<file path="src/rtl/rstval_sequencer.sv">
// -----------------------------------------------------------------------------
// rstval_sequencer
//
// Reset controller for a bank of datapath registers whose asynchronous reset
// value is not a constant. For each channel it holds a programmable reset
// value and drives it on ch_reset_value. It also sequences that channel's
// active-low reset. Assertion is asynchronous. Release is synchronized, then
// staggered one channel at a time. A soft-reset request re-runs the whole
// sequence without a global reset.
//
// Ports:
//   clk            clock
//   rstn           asynchronous active-low reset
//   soft_rst_req   level-sampled request to re-run the reset sequence
//   cfg_valid      config write valid
//   cfg_ready      config write ready (high only in RUN, and only while unlocked)
//   cfg_ch         target channel of a config write
//   cfg_val        reset value written to the target channel
//   cfg_lock       (only with RSTVAL_SEQ_LOCK_EN) sticky lock of config writes
//   ch_rstn        per-channel active-low reset to the datapath registers
//   ch_reset_value per-channel reset value to the datapath registers
//   busy           sequence in progress
//   done           one-cycle pulse when the last channel is released
//
// Build option: define RSTVAL_SEQ_LOCK_EN to add the cfg_lock input.
// -----------------------------------------------------------------------------
module rstval_sequencer #(
    parameter int N_CH        = 4,
    parameter int SYNC_STAGES = 2,
    parameter int HOLD        = 8,
    parameter int REL_GAP     = 4,
    localparam int CH_W       = (N_CH > 1) ? $clog2(N_CH) : 1
) (
    input  logic            clk,
    input  logic            rstn,
    input  logic            soft_rst_req,
    input  logic            cfg_valid,
    output logic            cfg_ready,
    input  logic [CH_W-1:0] cfg_ch,
    input  logic            cfg_val,
`ifdef RSTVAL_SEQ_LOCK_EN
    input  logic            cfg_lock,
`endif
    output logic [N_CH-1:0] ch_rstn,
    output logic [N_CH-1:0] ch_reset_value,
    output logic            busy,
    output logic            done
);

    localparam int CNT_MAX = (HOLD > REL_GAP) ? HOLD : REL_GAP;
    localparam int CNT_W   = (CNT_MAX > 1) ? $clog2(CNT_MAX) : 1;

    typedef enum logic [1:0] {
        ST_ASSERT,
        ST_RELEASE,
        ST_RUN
    } state_t;

    state_t            state_q, state_d;
    logic [CNT_W-1:0]  cnt_q, cnt_d;
    logic [CH_W-1:0]   idx_q, idx_d;      // next channel to release
    logic              rel_now;           // a channel is released on this edge
    logic              locked_d;
    logic [SYNC_STAGES-1:0] sync_q;
    logic              sync_ok;
    logic [N_CH-1:0]   ch_rstn_d;
    logic              busy_d, done_d, cfg_ready_d;
    logic              wr_en;

    // Release synchronizer: cleared asynchronously, shifts in ones, so the
    // FSM only leaves reset a fixed number of clean edges after rstn rises.
    always_ff @(posedge clk or negedge rstn) begin
        if (!rstn) begin
            sync_q <= '0;
        end else begin
            // NOTE: sequential state always uses <=, so every flop samples
            // the pre-edge values and the order of statements is irrelevant.
            sync_q <= {sync_q[SYNC_STAGES-2:0], 1'b1};
        end
    end

    assign sync_ok = sync_q[SYNC_STAGES-1];

    // State register plus all registered outputs.
    always_ff @(posedge clk or negedge rstn) begin
        if (!rstn) begin
            state_q   <= ST_ASSERT;
            cnt_q     <= '0;
            idx_q     <= '0;
            ch_rstn   <= '0;
            busy      <= 1'b1;
            done      <= 1'b0;
            cfg_ready <= 1'b0;
        end else begin
            state_q   <= state_d;
            cnt_q     <= cnt_d;
            idx_q     <= idx_d;
            ch_rstn   <= ch_rstn_d;
            busy      <= busy_d;
            done      <= done_d;
            cfg_ready <= cfg_ready_d;
        end
    end

    // Next-state logic. A soft reset outranks everything once the
    // synchronizer is high. A cfg write in the same cycle is handled
    // independently below, so it is still taken.
    always_comb begin
        // NOTE: every variable gets a default first so no path leaves it
        // unassigned; that is what keeps this block free of latches.
        state_d = state_q;
        cnt_d   = cnt_q;
        idx_d   = idx_q;
        rel_now = 1'b0;
        if (sync_ok) begin
            if (soft_rst_req) begin
                state_d = ST_ASSERT;
                cnt_d   = '0;
                idx_d   = '0;
            end else begin
                case (state_q)
                    ST_ASSERT, ST_RELEASE: begin
                        if (cnt_q == CNT_W'((state_q == ST_ASSERT) ? HOLD - 1 : REL_GAP - 1)) begin
                            rel_now = 1'b1;
                            cnt_d   = '0;
                            if (idx_q == CH_W'(N_CH - 1)) begin
                                state_d = ST_RUN;
                            end else begin
                                state_d = ST_RELEASE;
                                idx_d   = idx_q + 1'b1;
                            end
                        end else begin
                            cnt_d = cnt_q + 1'b1;
                        end
                    end
                    default: ;
                endcase
            end
        end
    end

`ifdef RSTVAL_SEQ_LOCK_EN
    // Sticky lock: survives soft reset, cleared only by rstn.
    logic lock_q;

    always_ff @(posedge clk or negedge rstn) begin
        if (!rstn) begin
            lock_q <= 1'b0;
        end else begin
            lock_q <= locked_d;
        end
    end

    assign locked_d = lock_q | ((state_q == ST_RUN) & cfg_lock);
`else
    assign locked_d = 1'b0;
`endif

    // Output logic: next values of the registered outputs.
    always_comb begin
        ch_rstn_d   = ch_rstn;
        busy_d      = (state_d != ST_RUN);
        done_d      = rel_now & (state_d == ST_RUN);
        cfg_ready_d = (state_d == ST_RUN) & ~locked_d;
        if (sync_ok && soft_rst_req) begin
            ch_rstn_d = '0;
        end else begin
            for (int i = 0; i < N_CH; i++) begin
                if (rel_now && idx_q == CH_W'(i)) begin
                    ch_rstn_d[i] = 1'b1;
                end
            end
        end
    end

    // Config writes only happen while cfg_ready is high, which means in RUN.
    // So ch_reset_value never moves while any channel is being released.
    // A write to a channel number that does not exist completes without
    // any effect.
    assign wr_en = cfg_valid & cfg_ready;

    always_ff @(posedge clk or negedge rstn) begin
        if (!rstn) begin
            // NOTE: this value bank is reset on purpose. The datapath uses
            // ch_reset_value while its own reset is asserted, so it must
            // be defined from the very first cycle. Programmed values are
            // therefore lost on rstn.
            ch_reset_value <= '0;
        end else begin
            for (int i = 0; i < N_CH; i++) begin
                if (wr_en && cfg_ch == CH_W'(i)) begin
                    ch_reset_value[i] <= cfg_val;
                end
            end
        end
    end

endmodule
</file>
<file path="config.mk">
export PLATFORM = sky130hd
export DESIGN_NAME = rstval_sequencer
export DESIGN_NICKNAME = d
export VERILOG_FILES = /design/src/rtl/rstval_sequencer.sv
export SDC_FILE = /design/constraint.sdc
export NUM_CORES = 1
export LEC_CHECK = 0
export ABC_AREA = 1
export BUFFER_PORTS_ARGS = -buffer_cell sky130_fd_sc_hd__clkbuf_2
export CAP_MARGIN = 20
export CORE_MARGIN = 2
export CORE_UTILIZATION = 40
export CTS_CLUSTER_DIAMETER = 60
export DETAILED_ROUTE_END_ITERATION = 7
export RECOVER_POWER = 25
export SYNTH_ARGS = -nofsm -noshare
export SYNTH_HDL_FRONTEND = slang
export SYNTH_SLANG_ARGS = --single-unit
</file>
<file path="constraint.sdc">
create_clock -name clk -period 1.4 [get_ports clk]
set_input_delay 0.14 -clock clk [delete_from_list [all_inputs] [get_ports clk]]
set_output_delay 0.14 -clock clk [all_outputs]
set_load 0.02 [all_outputs]
</file>
==> results by group <==
Job
  – Max Cap Viol: 0

Yosys
  – Top cell type's share of synthesized area: 52.6%
  – Count leader, synth: nand2_1
  – Post-Syn Area per Cell: 9.14 um2
  – Commonest cells post-synth: nand2_1, dfrtp_1, inv_1
  – Syn_nets: 111
  – Leading area contributor after synthesis: dfrtp_1
  – Post-synth design cell area: 905 um2
  – Sequential share of the synthesized area: 55.5%
  – Synth warnings: 0
  – Most used DFF post-synth: dfrtp_1
  – Cells after Synth: 99
  – Register bit total from synthesis: 20
  – Top post-synthesis cells by area: dfrtp_1, nand2_1, ha_1
  – Post-synth EDFFs: 0
  – Count of cell types in the netlist: 21
  – Asr flop ratio synth: 100%

Setup path
  – Type of destination of the critical path: register
  – Worst R2R Start: cnt_q[0]$_DFFE_PN0P_
  – Worst Path Arrival: 1.50 ns
  – Worst Path Max Fanout: 4
  – Critical path startpoint: cnt_q[0]$_DFFE_PN0P_
  – Critical Path RT: 1.59 ns
  – CP startpoint kind: register
  – Crit Path Class: register to register

Route
  – Drt pass-1 iters: 4
  – Routed vias: 714
  – Number of remaining DRC errors: 0
  – Routed Antenna Nets: 0
  – Final wirelength: 1590 um
  – Initial DRC count: 17
  – Routed len/inst: 10.5 um
  – Vias per cell: 4.73

Clock tree
  – CTS root buffer: clkbuf_4
  – Later-pin clock latency in the skew report: 0.29 ns
  – CTS Buf Count: 3
  – H-Tree Depth: 1
  – Clock Sinks: 20
  – Reg clk slew, reported paths: 0.11 ns
  – CTS tree: built
  – Max Root-Sink Buffers: 2

Power and ir drop
  – Leak: 0.591 nW
  – Total power after layout: 1.03 mW
  – Power Density: 946 mW/mm2
  – Worst vdd rail ir drop: 0.000463 V

Floorplanning
  – Die area: 0.00266 mm2
  – Initial core utilization: 41.7%
  – # rows: 17
  – Core area: 0.00217 mm2
  – Die width: 51.6 um
  – Top Ports: 18
  – Die Ht: 51.6 um

STA
  – Final hold violation count: 0
  – Crit path time final: 1.31 ns
  – Fmax: 764 MHz
  – Setup ws final: 0.0911 ns
  – Setup TNS: 0 ns
  – Slew Viols, Final: 0
  – Final number of setup-violating endpoints: 0
  – Fin crit share: 93.5%
  – Hold_ws: 0.124 ns
  – Worst Skew: 0.00958 ns

Final layout
  – Area growth from synthesis to layout: 20.9%
  – Final Non-Filler Cells: 151
  – Design Area, Final: 0.00109 mm2
  – Util after Layout: 50.4%
  – Area of the multi-input gates: 364 um2
  – Diode count: 0
  – Fraction of layout instances using a drive strength above 1: 30.1%
  – Nets: 136
  – Fillers: 207
  – Register area: 502 um2

Global route
  – Largest net degree at the start of global routing: 21
  – First-pass GRT wire length: 2730 um
  – Antenna violations before repair: 0
  – Gr usage total: 13.6%
  – Total gr overflow: 0
  – Number of global-route vias before repair: 657

Place
  – Placer congestion estimate: 0.856
  – Placed Area: 0.00103 mm2
  – Dpl ws: 0.126 ns
  – Post-detail-place hpwl: 1240 um
  – Port Buffer Count: 17
  – Placed Cells incl. Taps: 145

Worst hold path
  – Hold Path Origin: cfg_val
  – Worst hold path type: input port to register

Run status
  – Status: completed
## kinds of logic after synthesis
group / synth area share (%)
simple gates: 20.9
flops: 55.5
buf+inv: 6.22
compound gates: 10.1
fa+ha+maj: 6.92
other cells: 0.415
## critical path, stage by stage (launching register included)
cell and delay (ns):
dfrtp_1 0.39, ha_2 0.21, inv_2 0.05, a21oi_4 0.16, nand3_2 0.12, nand2_2 0.09
nand3_2 0.08, nand2_2 0.09, inv_2 0.03
## final timing paths
kind	endpoint	slack [ns]	cells after the start
worst max-delay path	cfg_ready$_DFF_PN0_	0.09	8
worst min-delay path	ch_reset_value[3]$_DFFE_PN0P_	0.12	3
worst max register to register	cfg_ready$_DFF_PN0_	0.09	8
worst min register to register	sync_q[1]$_DFF_PN0_	0.36	0
max in group asynchronous	busy$_DFF_PN1_	0.72	2
min in group asynchronous	idx_q[0]$_DFFE_PN0P_	0.32	2
## power breakdown
group / internal, mW / leakage [nW] / switching, mW
Clock: 0.111 / 0.0150 / 0.159
Combinational: 0.0500 / 0.308 / 0.0839
Sequential: 0.605 / 0.268 / 0.0255
## what timing repair did
item,in CTS,in global routing
hold buffers,1,0
setup endpoints to repair,0,4
gates resized for setup,0,8
hold endpoints to repair,19,0
buffers inserted,0,1
## state kept, by name, indices dropped and copies added (netlist names)
name / cells
state_q: 2
busy: 1
ch_rstn: 4
cfg_ready: 1
done: 1
sync_q: 2
idx_q: 2
cnt_q: 3
ch_reset_value: 4
## area by class of cell
class,instances,share of cell area (%)
Sequential cell,20,45.9
Clock buffer,4,2.40
Timing Repair Buffer,20,10.1
Inverter,15,5.15
Tap cell,28,3.20
Multi-Input combinational cell,64,33.3
## layout by cell type (no fill, tap or decap)
cell type | synthesis | layout
nand3_2 | 1 | 3
dlygate4sd3_1 | 0 | 1
a21oi_2 | 1 | 1
o21ai_0 | 4 | 3
clkbuf_4 | 0 | 3
nand2_2 | 1 | 2
o21ai_1 | 4 | 5
inv_2 | 1 | 3
clkbuf_1 | 0 | 1
nor3_1 | 1 | 1
nor2_1 | 4 | 3
conb_1 | 1 | 1
nand3_1 | 7 | 5
ha_2 | 0 | 1
dfrtp_1 | 19 | 19
a21oi_1 | 2 | 2
ha_1 | 5 | 4
buf_4 | 0 | 2
dfstp_2 | 1 | 1
clkbuf_2 | 0 | 17
nand4_1 | 1 | 1
o31ai_1 | 1 | 1
a21oi_4 | 1 | 1
o21ai_2 | 1 | 1
nand2_1 | 28 | 27
nor2_2 | 1 | 2
inv_1 | 14 | 12
## per-layer routing
metal | vias to the layer above | global-route usage [%] | part of all wire [%]
met1 | 336 | 17.5 | 46
met5 | - | 0 | 0
met4 | 0 | 5.26 | 0.50
met2 | 15 | 23.3 | 50
li1 | 361 | - | -
met3 | 2 | 1.72 | 4.0
(Power assumes the default switching activity.)
